`src/rtl/dino_pkg.sv`:
```
// rtl/dino_pkg.sv - colours, geometry defaults and draw-state encoding shared by renderer and game logic
package dino_pkg;

    localparam logic [2:0] BG   = 3'b011;
    localparam logic [2:0] DINO = 3'b010;
    localparam logic [2:0] OBS1 = 3'b100;
    localparam logic [2:0] OBS2 = 3'b101;
    localparam logic [2:0] GRND = 3'b110;

    localparam int DINO_LEFT_DEF  = 15;
    localparam int DINO_W_DEF     = 10;
    localparam int DINO_H_DEF     = 12;
    localparam int OBS_W_DEF      = 12;
    localparam int GROUND_TOP_DEF = 105;
    localparam int X_MAX_DEF      = 159;
    localparam int Y_MAX_DEF      = 119;

    typedef enum logic [3:0] {
        IDLE, FILL_SKY, FILL_GND,
        ERASE_OBS2, ERASE_OBS1, ERASE_DINO,
        DRAW_OBS2, DRAW_OBS1, DRAW_DINO,
        DONE
    } draw_state_e;

    typedef struct packed {
        logic [7:0] dino_y;
        logic [7:0] o1_x;
        logic [7:0] o1_h;
        logic [7:0] o2_x;
        logic [7:0] o2_h;
    } pos_t;

    // Obstacles grow upward from the ground; taller ones are cut at the top of the sky.
    function automatic logic [7:0] clamp_h(input logic [7:0] h, input int top);
        return (h > 8'(top)) ? 8'(top) : h;
    endfunction

endpackage

```
`src/rtl/rect_scanner.sv`:
```
// rtl/rect_scanner.sv - row-major rectangle address generator, one pixel per cycle, no idle cycle between rectangles
module rect_scanner (
    input  logic       clk,
    input  logic       rst,
    input  logic       start,
    input  logic [8:0] x0,
    input  logic [8:0] y0,
    input  logic [8:0] w,
    input  logic [8:0] h,
    output logic [8:0] x,
    output logic [8:0] y,
    output logic       valid,
    output logic       last
);

    logic [8:0] cx_q, cy_q;

    // start holds the counters at the origin so the first address is ready on the first cycle of a rectangle
    assign valid = !start && (w != 9'd0) && (h != 9'd0);
    assign last  = valid && (cx_q == w - 9'd1) && (cy_q == h - 9'd1);
    assign x     = x0 + cx_q;
    assign y     = y0 + cy_q;

    always_ff @(posedge clk or posedge rst) begin
        if (rst) begin
            cx_q <= '0;
            cy_q <= '0;
        end else if (!valid || last) begin
            cx_q <= '0;
            cy_q <= '0;
        end else if (cx_q == w - 9'd1) begin
            cx_q <= '0;
            cy_q <= cy_q + 9'd1;
        end else begin
            cx_q <= cx_q + 9'd1;
        end
    end

endmodule

```
`src/rtl/sprite_draw_sequencer.sv`:
```
// rtl/sprite_draw_sequencer.sv - per-frame erase/redraw of dino and two obstacles into a vga_adapter
// Build option DRAW_SKIP_UNCHANGED_EN: objects that did not move are neither erased nor redrawn.
module sprite_draw_sequencer
    import dino_pkg::*;
#(
    parameter int DINO_LEFT  = DINO_LEFT_DEF,
    parameter int DINO_W     = DINO_W_DEF,
    parameter int DINO_H     = DINO_H_DEF,
    parameter int OBS_W      = OBS_W_DEF,
    parameter int GROUND_TOP = GROUND_TOP_DEF,
    parameter int X_MAX      = X_MAX_DEF,
    parameter int Y_MAX      = Y_MAX_DEF
) (
    input  logic       clk,
    input  logic       reset,
    input  logic       frame_tick,
    input  logic [7:0] dinoY,
    input  logic [7:0] obs1X,
    input  logic [7:0] obs1H,
    input  logic [7:0] obs2X,
    input  logic [7:0] obs2H,
    output logic [7:0] x,
    output logic [6:0] y,
    output logic [2:0] color,
    output logic       plot,
    output logic       busy,
    output logic       done,
    output logic       overrun
);

    draw_state_e state_q, state_d;
    pos_t        pos_in, snap_q, prev_q, cur;
    logic        prev_valid_q, overrun_q;
    logic [7:0]  h1_cur, h2_cur, h1_prev, h2_prev;
    logic        same_dino, same_o1, same_o2;
    logic [5:0]  act;
    logic [8:0]  rx0, ry0, rw, rh, sx, sy;
    logic [2:0]  rcol;
    logic        scan_start, scan_valid, scan_last;
    logic [7:0]  x_q;
    logic [6:0]  y_q;
    logic [2:0]  color_q;
    logic        plot_q;

    assign pos_in = {dinoY, obs1X, obs1H, obs2X, obs2H};
    // In IDLE the sequencer must decide its first state from the values being snapshotted this cycle.
    assign cur    = (state_q == IDLE) ? pos_in : snap_q;

    assign h1_cur  = clamp_h(cur.o1_h, GROUND_TOP);
    assign h2_cur  = clamp_h(cur.o2_h, GROUND_TOP);
    assign h1_prev = clamp_h(prev_q.o1_h, GROUND_TOP);
    assign h2_prev = clamp_h(prev_q.o2_h, GROUND_TOP);

`ifdef DRAW_SKIP_UNCHANGED_EN
    assign same_dino = prev_valid_q && (cur.dino_y == prev_q.dino_y);
    assign same_o1   = prev_valid_q && (cur.o1_x == prev_q.o1_x) && (cur.o1_h == prev_q.o1_h);
    assign same_o2   = prev_valid_q && (cur.o2_x == prev_q.o2_x) && (cur.o2_h == prev_q.o2_h);
`else
    assign same_dino = 1'b0;
    assign same_o1   = 1'b0;
    assign same_o2   = 1'b0;
`endif

    // One bit per ERASE/DRAW state, in state order; a clear bit means that state takes zero cycles.
    assign act[0] = prev_valid_q && (h2_prev != 8'd0) && !same_o2;
    assign act[1] = prev_valid_q && (h1_prev != 8'd0) && !same_o1;
    assign act[2] = prev_valid_q && !same_dino;
    assign act[3] = (h2_cur != 8'd0) && !same_o2;
    assign act[4] = (h1_cur != 8'd0) && !same_o1;
    assign act[5] = !same_dino;

    function automatic draw_state_e next_rect(input logic [5:0] mask, input int from);
        draw_state_e n = DONE;
        for (int k = int'(DRAW_DINO); k >= int'(ERASE_OBS2); k--) begin
            if (k > from && mask[k - int'(ERASE_OBS2)]) n = draw_state_e'(4'(k));
        end
        return n;
    endfunction

    always_comb begin
        state_d    = state_q;
        scan_start = 1'b0;
        rx0        = '0;
        ry0        = '0;
        rw         = '0;
        rh         = '0;
        rcol       = BG;
        case (state_q)
            IDLE: begin
                scan_start = 1'b1;
                if (frame_tick) state_d = prev_valid_q ? next_rect(act, int'(FILL_GND)) : FILL_SKY;
            end
            FILL_SKY: begin
                rw = 9'(X_MAX + 1);
                rh = 9'(GROUND_TOP);
            end
            FILL_GND: begin
                ry0  = 9'(GROUND_TOP);
                rw   = 9'(X_MAX + 1);
                rh   = 9'(Y_MAX - GROUND_TOP + 1);
                rcol = GRND;
            end
            ERASE_OBS2, DRAW_OBS2: begin
                rx0  = (state_q == DRAW_OBS2) ? {1'b0, cur.o2_x} : {1'b0, prev_q.o2_x};
                rh   = (state_q == DRAW_OBS2) ? {1'b0, h2_cur} : {1'b0, h2_prev};
                ry0  = 9'(GROUND_TOP) - rh;
                rw   = 9'(OBS_W);
                rcol = (state_q == DRAW_OBS2) ? OBS2 : BG;
            end
            ERASE_OBS1, DRAW_OBS1: begin
                rx0  = (state_q == DRAW_OBS1) ? {1'b0, cur.o1_x} : {1'b0, prev_q.o1_x};
                rh   = (state_q == DRAW_OBS1) ? {1'b0, h1_cur} : {1'b0, h1_prev};
                ry0  = 9'(GROUND_TOP) - rh;
                rw   = 9'(OBS_W);
                rcol = (state_q == DRAW_OBS1) ? OBS1 : BG;
            end
            ERASE_DINO, DRAW_DINO: begin
                rx0  = 9'(DINO_LEFT);
                ry0  = (state_q == DRAW_DINO) ? {1'b0, cur.dino_y} : {1'b0, prev_q.dino_y};
                rw   = 9'(DINO_W);
                rh   = 9'(DINO_H);
                rcol = (state_q == DRAW_DINO) ? DINO : BG;
            end
            DONE: begin
                scan_start = 1'b1;
                state_d    = IDLE;
            end
            default: begin
                scan_start = 1'b1;
                state_d    = IDLE;
            end
        endcase
        if (scan_last) state_d = (state_q == FILL_SKY) ? FILL_GND : next_rect(act, int'(state_q));
    end

    rect_scanner u_scan (
        .clk   (clk),
        .rst   (reset),
        .start (scan_start),
        .x0    (rx0),
        .y0    (ry0),
        .w     (rw),
        .h     (rh),
        .x     (sx),
        .y     (sy),
        .valid (scan_valid),
        .last  (scan_last)
    );

    always_ff @(posedge clk or posedge reset) begin
        if (reset) begin
            state_q      <= IDLE;
            snap_q       <= '0;
            prev_q       <= '0;
            prev_valid_q <= 1'b0;
            overrun_q    <= 1'b0;
            x_q          <= '0;
            y_q          <= '0;
            color_q      <= BG;
            plot_q       <= 1'b0;
        end else begin
            state_q <= state_d;
            if (state_q == IDLE && frame_tick) snap_q <= pos_in;
            if (state_q != IDLE && frame_tick) overrun_q <= 1'b1;
            if (state_q == DONE) begin
                prev_q       <= snap_q;
                prev_valid_q <= 1'b1;
            end
            // Off-screen pixels still take their cycle but never reach the frame buffer.
            plot_q <= scan_valid && (sx <= 9'(X_MAX)) && (sy <= 9'(Y_MAX));
            if (scan_valid) begin
                x_q     <= sx[7:0];
                y_q     <= sy[6:0];
                color_q <= rcol;
            end
        end
    end

    assign x       = x_q;
    assign y       = y_q;
    assign color   = color_q;
    assign plot    = plot_q;
    assign busy    = (state_q != IDLE);
    assign done    = (state_q == DONE);
    assign overrun = overrun_q;

endmodule

```
`config.mk`:
```
export PLATFORM = sky130hd
export DESIGN_NAME = sprite_draw_sequencer
export DESIGN_NICKNAME = d
export VERILOG_FILES = /design/src/rtl/dino_pkg.sv /design/src/rtl/rect_scanner.sv /design/src/rtl/sprite_draw_sequencer.sv
export SDC_FILE = /design/constraint.sdc
export NUM_CORES = 1
export LEC_CHECK = 0
export CORE_UTILIZATION = 55
export CTS_BUF_LIST = sky130_fd_sc_hd__clkbuf_8
export DETAILED_ROUTE_END_ITERATION = 6
export GPL_ROUTABILITY_DRIVEN = 0
export PLACE_DENSITY_LB_ADDON = 0.3
export REMOVE_ABC_BUFFERS = 1
export SLEW_MARGIN = 10
export SYNTH_ARGS = -nofsm -noshare
export SYNTH_HDL_FRONTEND = slang
export SYNTH_SLANG_ARGS = --single-unit
```
`constraint.sdc`:
```
create_clock -name clk -period 9.3 [get_ports clk]
set_clock_uncertainty 0.2 [all_clocks]
set_input_delay 1.86 -clock clk [delete_from_list [all_inputs] [get_ports clk]]
set_output_delay 1.86 -clock clk [all_outputs]
set_load 0.01 [all_outputs]
```
# After elaboration in Yosys (flattened, before gate mapping)
# Index checks and enable logic that the tools add are counted.
# totals
register_bits	123
latchBits	0
mem_bits_rw	0
rom_bits	0
in_bits	43
out_inout_bits	22
elab_cells	120
mem_count	0
# op_classes
add_sub_neg	8
mul	0
div_mod_pow	0
n_lt_le_gt_ge	12
n_eq_ne	13
shifts	0
muxes	35
bitwise	0
n_reduce_logical	33
# ops
operator	n
$mux W8	9
$pmux W8 S3	2
$mux W4	10
$mux W40	1
$pmux W8 S5	1
$mux W9	4
$pmux W9 S4	1
$gt A8 B7 Y1 const B	4
$reduce_bool A8 Y1	4
$add A9 B1 Y9 const B	2
$eq A9 B9 Y1	2
$reduce_bool A9 Y1	2
$sub A7 B8 Y9 const A	2
$sub A8 B1 Y9 const B	2
$eq A4 B3 Y1 const B	4
$gt A3 B4 Y1 const A	4
$logic_and A1 B1 Y1	15
$pmux W3 S4	1
$add A8 B9 Y9	1
$add A9 B9 Y9	1
$le A9 B7 Y1 const B	1
$le A9 B8 Y1 const B	1
$eq A4 B2 Y1 const B	2
$eq A4 B4 Y1 const B	2
other kinds (17)	23

# Depth between registers and ports, before layout
# Gate-level depths: netlist of run 1.
# depth
word_depth	13
ltp_mapped	21
depth_no_buf	19

# Modules after synthesis
# A second synthesis of run 1 with hierarchy kept.
# unflattened
hier_cells	744
area_unflattened_um2	7641.1
# modules_own_cells
mod	instances	cells_per_inst	area_each_um2	seq_area_each_um2
sprite_draw_sequencer	1	507	5580.4	2630.0
rect_scanner	1	237	2060.7	450.4

# Worst setup path before layout of run 1
# No wires, ideal clock.
# synth_path
kind	input to register
start	input port obs2H[2]
end	register plot_q (netlist: plot)
setup_time_ns	0.125
arrival_time_ns	4.962
required_ns	8.975
path_slack_ns	4.013
path_stages	17
n_path_buf	0
path_cell_list	o21a_1 > o2111a_1 > or3_1 > nand2_1 > a21oi_1 > ha_1 > inv_1 > o22ai_1 > ha_1 > a21oi_1 > o21bai_1 > a21oi_1 > nor2b_1 > o21ai_0 > mux2_2 > a22oi_1 > a2111oi_0
# synth_between
elab_chain_len	9
word_cells_on_any_way	13
cone_classes	add/sub (2); order compare (2); mux (5); reduce/logical (4)
# synth_rtl
item	line	source
start: declaration	sprite_draw_sequencer.sv:21	input logic [7:0] obs2H,
$mux W40 *	sprite_draw_sequencer.sv:47	assign cur = (state_q == IDLE) ? pos_in : snap_q;
$gt A8 B7 Y1	dino_pkg.sv:35	return (h > 8'(top)) ? 8'(top) : h;
$mux W8 *	dino_pkg.sv:35	
$mux W8 *	sprite_draw_sequencer.sv:105	rh = (state_q == DRAW_OBS2) ? {1'b0, h2_cur} : {1'b0, h2_prev};
$sub A7 B8 Y9 or $pmux W8 S5 (tied branches)	sprite_draw_sequencer.sv:106, sprite_draw_sequencer.sv:88	
$pmux W9 S4 or $reduce_bool A9 Y1 (tied branches)	sprite_draw_sequencer.sv:88, rect_scanner.sv:19	
$add A9 B9 Y9 or $logic_and A1 B1 Y1 (tied branches)	rect_scanner.sv:22, rect_scanner.sv:19	
$le A9 B7 Y1 or $logic_and A1 B1 Y1 (tied branches)	sprite_draw_sequencer.sv:170	plot_q <= scan_valid && (sx <= 9'(X_MAX)) && (sy <= 9'(Y_MAX));
$logic_and A1 B1 Y1 *	sprite_draw_sequencer.sv:170	
end signal: assignment	sprite_draw_sequencer.sv:170	
end: declaration	sprite_draw_sequencer.sv:43	logic plot_q;
# Mark *: on every way between the ends. The rest lies on a longest branch, timed or not.
# A chain may end at the register's enable or synchronous reset.

# Worst setup path after layout of run 1
# Ends and elaborated chain as after synthesis.

==> results by group, run 1 <==
Status
  • Status: complete, no violations

Clock network
  • Clk slew on worst S/H paths: 0.07 ns
  • Setup Buffers After CTS: 0
  • Htree depth: 4
  • CTS Buf Count: 17
  • Hold_buf cts: 0
  • Clk_lat worst skew: 0.46 ns
  • Post-CTS sizing: 0
  • Clock Tree Buf Depth: 2
  • Root buffer cell: clkbuf_8
  • CTS Sinks: 123
  • CTS tree: done

Placement
  • Placed insts: 977
  • DP Wirelength: 14100 um
  • IO Port Bufs: 64

Setup path
  • Reg2reg setup slack: 3.52 ns
  • Worst Setup Start Kind: primary input
  • Crit path DAT: 5.94 ns
  • Kind of critical path: primary input to flop
  • CP max FO: 3
  • CP Data Required Time: 9.42 ns
  • Worst Setup End Kind: flop

Yosys
  • Post-synth cell types: 76
  • Syn_area_per_cell: 9.80 sq um
  • Ys Warns: 0
  • Post-Syn Area: 7510 sq um
  • Number of synthesized register bits: 123
  • Fraction of registers with async set/reset: 1.00
  • Sequential fraction of the synthesis area: 0.410
  • Post-Syn Instances: 766
  • Number of synthesized flops with an enable pin: 0
  • Most used DFF post-synth: dfrtp_1

Global routing
  • Initial antenna violation count: 0
  • Number of global-route vias before repair: 6388
  • GRT Util Overall: 0.289
  • First-pass GRT wire length: 31900 um
  • Overflow after GRT: 0
  • Largest net degree at the start of global routing: 86

Final layout
  • Share of post-route cells with drive strength above 1: 0.168
  • Synth-to-Final Area Change: 16.6%
  • Post-route insts no fill: 1009
  • # diodes: 0
  • Number of fill cells in the layout: 1071
  • Final #Nets: 888
  • Final Util: 0.658

Pwr
  • Total power: 1.13 mW
  • LEAKAGE: 3.89 nW
  • Max VDD drop: 97.9 uV
  • Pwr dens: 129 nW/um^2

Floorplan
  • Io pins: 65
  • Die Ht: 119 um
  • Die X-Extent: 119 um
  • Row count: 42
  • Initial Util: 0.565
  • Die footprint: 14100 sq um
  • Core Footprint: 13300 sq um

Timing
  • Slew @ Worst Pin: 1.05 ns
  • Setup TNS: 0 ns
  • Period utilization: 0.626
  • RSZ-0062 raised after global routing: no
  • Fin. Hold Viols: 0
  • Max-slew headroom at the worst pin: 0.301
  • Peak Freq: 172 MHz
  • Slew Viols, Final: 0
  • Post-layout min period: 5.82 ns
  • Final setup viols: 0

Detailed routing
  • Routed Wire Length: 19500 um
  • Drt pass-1 iters: 6
  • Antenna-violating nets left: 0
  • Initial DRC count: 655
  • Drt via density: 6.38
  • Wire per inst: 19.3 um
  • Total number of vias: 6434
  • DRC viols: 0

Worst hold path
  • Hold crit path type: flop to flop

Flow run
  • Max-cap violations: 0
==> worst paths after layout <==
check | startpoint | endpoint | cells after the start
max | obs2H[2] | plot | 18
min | overrun | overrun | 1
max reg2reg | state_q[2] | plot | 17
min reg2reg | overrun | overrun | 1
max in group asynchronous | reset | snap_q[14] | 3
min in group asynchronous | reset | u_scan.cy_q[8] | 2
==> power breakdown <==
group                  switching, mW  internal, mW  total (mW)
Sequential     0.0000000000000000116         0.535       0.535
Clock                          0.228         0.335       0.563
Combinational                 0.0150        0.0166      0.0316
Total                          0.243         0.887        1.13
==> flip-flops by register name (all words and copies together), names as in the netlist <==
name / flops
prev_valid_q: 1
x: 8
state_q: 4
y: 7
prev_q: 40
u_scan.cy_q: 9
snap_q: 40
u_scan.cx_q: 9
plot: 1
color: 3
overrun: 1
==> stage by stage <==
step	worst slack [ns]	hold WS (ns)	area, sq um
after CTS	3.55	0.276	8750
after floorplan	3.27	0.280	7380
after global routing	3.06	0.295	8750
after global placement	3.29	0.239	8280
final	3.48	0.270	8750
after detailed placement	3.10	0.254	8280
==> Yosys cell counts, drive strengths merged, types with 3 or more instances <==
cell,count,area [sq um]
nor2b,6,37.5
nand4,12,75.1
nand2b,8,50.1
inv,22,82.6
and4,4,35.0
buf,4,23.8
a21o,11,82.6
nor2,66,248
nand3,15,75.1
xnor2,26,228
dfrtp,121,3030
o21ai,41,205
a31oi,4,25.0
o31ai,3,27.5
ha,23,288
nor3b,3,22.5
and2,6,37.5
a311oi,5,61.3
and3,14,87.6
mux2,84,946
o22ai,7,43.8
nand2,59,221
o211ai,5,37.5
nor4,15,124
nor3,14,75.1
o32ai,7,61.3
mux2i,8,80.1
or3,6,37.5
a211oi,6,45.0
a21oi,51,255
a2111oi,3,33.8
o2111a,3,33.8
o21a,8,60.1
a22oi,8,60.1
o21bai,5,37.5
xor2,14,123
clkbuf,29,109
or2,5,31.3
==> layout make-up <==
cell class,count,area [sq um],area share
clock buffers,19,262,0.0299
clock inverters,13,213,0.0243
inverters,22,85.1,0.00972
multi-input cells,588,4220,0.482
flip-flops and latches,123,3080,0.352
well taps,176,220,0.0252
repair buffers,68,671,0.0766
==> routing by layer <==
layer  part of all wire  global-route usage  routed length (um)  vias to the layer above
met5                  0                   0                   0                        -
met4              0.024               0.107                 464                        0
met3              0.075              0.0623                1470                       56
met2               0.48               0.481                9420                      303
met1               0.42               0.370                8130                     3146
li1                   -                   -                   -                     2929
==> placed cells by master, fill, tap and decap left out, types with 14 or more instances in the layout <==
cell / Yosys / routed
a21oi_1: 51 / 51
and3_1: 14 / 14
clkbuf_8: 0 / 19
clkdlybuf4s50_1: 0 / 64
dfrtp_1: 121 / 121
ha_1: 23 / 23
inv_1: 21 / 20
mux2_2: 83 / 83
nand2_1: 59 / 58
nand3_1: 15 / 15
nor2_1: 66 / 66
o21ai_0: 40 / 40
xnor2_1: 26 / 26
xor2_1: 14 / 14
==> worst max-delay path, cell delays in order <==
cell and delay (ns):
clkdlybuf4s50_1 0.44, o21a_1 0.21, o2111a_1 0.28, nor3_1 0.38, a21o_1 0.13, a21oi_1 0.09, ha_1 0.32, inv_1 0.05
o22ai_1 0.17, ha_1 0.29, a21oi_1 0.22, o21bai_1 0.10, a21oi_1 0.22, nor2b_1 0.07, o21ai_0 0.37, mux2i_1 0.25
a21oi_1 0.09, a2111oi_0 0.39
==> cell families after synthesis <==
family                   share of synthesized area
buffers and inverters                       0.0287
multiplexers                                 0.137
AO/OA/AOI/OAI                                0.169
XOR/XNOR                                    0.0467
adder cells (fa/ha/maj)                     0.0437
AND/OR/NAND/NOR                              0.165
flip-flops                                   0.410
Note: power is estimated with default switching activity, not from simulation.
==> inputs of run 2 (changes only) <==
clock period = 4.8 ns   (was 9.3 ns; I/O delays follow)
==> run 2 against run 1 <==
Effect of this change:
- cell count rose by 5.1%
- die area did not move
- critical path depth did not move
- sequential cell count did not move
- clock-buffer cell count fell by 1
- sequential power rose by 94%
- power rose by 72%
- first-iteration DRC count fell by 0.46%
- register-to-register slack got worse by 3.2 ns
- hold slack got worse by 0.0073 ns
- largest cell class unchanged
- highest routed layer unchanged
==> results by group, run 2 (synthesis results as in run 1) <==
Pwr
  • Combinational power share: 0.036
  • Internal Power: 1.49 mW
  • Flop pwr share: 0.532
  • Pwr dens: 214 nW/um^2
  • LEAKAGE: 4.13 nW
  • Clock power frac: 0.432
  • Max VDD drop: 197 uV
  • Net Sw Frac: 0.236
  • Net load switching power: 0.459 mW

Timing
  • Slew Viols, Final: 0
  • Max-slew headroom at the worst pin: 0.282
  • Slew @ Worst Pin: 1.07 ns
  • Post-layout min period: 4.57 ns
  • PnR worst setup slack: 0.229 ns
  • Period utilization: 0.952
  • RSZ-0062 raised after global routing: no
  • Peak Freq: 219 MHz
  • Fin. Hold Viols: 0
  • Final setup viols: 0

Floorplan
  • Die footprint: 14100 sq um
  • Core Footprint: 13300 sq um
  • Die Ht: 119 um
  • Row count: 42
  • Die X-Extent: 119 um
  • Io pins: 65
  • Initial Util: 0.565

Setup path
  • Crit path launch: obs2H[2]
  • Worst Setup End Kind: flop
  • RR Startpoint: state_q[0]
  • Crit path DAT: 4.73 ns
  • Worst Setup Start Kind: primary input
  • Kind of critical path: primary input to flop
  • CP Data Required Time: 4.95 ns
  • CP max FO: 3

Final layout
  • Synth-to-Final Area Change: 21.1%
  • Final Util: 0.684
  • Final #Nets: 939
  • Most common cell after layout, fill and taps aside: dfrtp_1
  • Post-route insts no fill: 1060
  • Largest registers: prev_q (40), snap_q (40)
  • Most frequent cells in the layout: 119 x dfrtp_1, 83 x mux2_2, 66 x nor2_1, 64 x clkdlybuf4s50_1, 58 x nand2_1
  • # diodes: 0
  • Share of post-route cells with drive strength above 1: 0.226

Clock network
  • Htree depth: 4
  • Hold_buf cts: 0
  • Post-CTS sizing: 0
  • Clk_lat worst skew: 0.47 ns
  • Clock Tree Buf Depth: 2
  • CTS Sinks: 123
  • CTS tree: done
  • CTS Buf Count: 17
  • Setup Buffers After CTS: 0
  • Root buffer cell: clkbuf_8
  • Clk slew on worst S/H paths: 0.08 ns

Status
  • Status: complete, no violations

Global routing
  • GRT Util Overall: 0.295
  • Largest net degree at the start of global routing: 67
  • M2 GR Usage: 0.470
  • M3 GR Usage: 0.0699
  • Initial antenna violation count: 0
  • Global routing usage on met1: 0.378
  • Most used routing layer: met2
  • Overflow after GRT: 0
  • First-pass GRT wire length: 32700 um
  • Number of global-route vias before repair: 6662

Placement
  • DP Wirelength: 14700 um
  • Placed insts: 1028
  • IO Port Bufs: 64
  • Pre-CTS WS: -0.307 ns

Detailed routing
  • Antenna-violating nets left: 0
  • Drt pass-1 iters: 5
  • Initial DRC count: 652
  • Total number of vias: 6740
  • Routed Wire Length: 20000 um
  • Drt via density: 6.36
  • DRC viols: 0
  • Wire per inst: 18.9 um

Flow run
  • Max-cap violations: 0

Worst hold path
  • Min-Delay Startpoint: overrun
  • Hold crit path type: flop to flop
==> run 2: cell count changes in the layout (fill, tap and decap cells not counted), moves of 2 or more <==
| cell | change |
|---|---|
| a21oi_1 | -4 |
| dfrtp_2 | +2 |
| inv_6 | -2 |
| buf_4 | +50 |
| clkinv_2 | +3 |
| bufinv_16 | -4 |
| dfrtp_1 | -2 |
| a21oi_2 | +4 |
| inv_1 | +3 |
==> run 2: worst max-delay path: stages <==
cell and delay [ns]:
clkdlybuf4s50_1 0.42, o21a_1 0.19, o2111a_1 0.27, or3_1 0.42, nand2_1 0.08, a21oi_1 0.11, ha_1 0.24, o21a_1 0.21
xor2_1 0.15, o221ai_1 0.22, ha_1 0.29, buf_4 0.15, a21oi_2 0.14, nand2b_4 0.14, nand2_1 0.07, mux2i_1 0.18
a21oi_1 0.11, a2111oi_2 0.36
==> run 2: final timing paths <==
kind | end | slack (ns) | cells past startpoint
worst max-delay path | plot | 0.23 | 18
worst min-delay path | overrun | 0.26 | 1
worst max register to register | state_q[3] | 0.29 | 15
worst min register to register | overrun | 0.26 | 1
max in group asynchronous | color[1] | 2.78 | 3
min in group asynchronous | y[3] | 0.78 | 2
==> run 2: area by class of cell <==
cell class	instances	area, sq um
Clock buffer	18	248
Clock inverter	14	109
Fill cell	1031	4210
Inverter	22	85.1
Multi-Input combinational cell	588	4280
Sequential cell	123	3080
Tap cell	176	220
Timing Repair Buffer	119	1070
==> run 2: per-stage QoR <==
stage | hold WS [ns] | TNS [ns] | instance area (sq um) | total power, mW
floorplan | 0.280 | -0.329 | 7380 | 1.07
global placement | 0.239 | -0.0779 | 8680 | 1.12
detailed placement | 0.248 | -0.575 | 8680 | 1.13
CTS | 0.270 | 0 | 9030 | 1.96
global route | 0.282 | 0 | 9090 | 2.02
finish | 0.262 | 0 | 9090 | 1.95
==> run 2: metal layers <==
| layer | up-vias | part of all wire |
|---|---|---|
| li1 | 3041 | - |
| met2 | 375 | 0.48 |
| met4 | 0 | 0.036 |
| met1 | 3237 | 0.41 |
| met5 | - | 0 |
| met3 | 87 | 0.078 |
==> run 2: power groups by stage <==
| stage | sequential [mW] | clock, mW | combinational [mW] |
|---|---|---|---|
| finish | 1.04 | 0.842 | 0.0692 |
| global route | 1.04 | 0.907 | 0.0778 |
| detailed placement | 1.06 | 0 | 0.0711 |
| floorplan | 1.06 | 0 | 0.0174 |
| CTS | 1.04 | 0.854 | 0.0714 |
| global placement | 1.06 | 0 | 0.0683 |
==> inputs of run 3 (changes only) <==
CTS_CLUSTER_SIZE = 25   (was not set)
==> results of run 3 <==
Same layout as run 2: the final DEF is identical, and so are final timing and power.
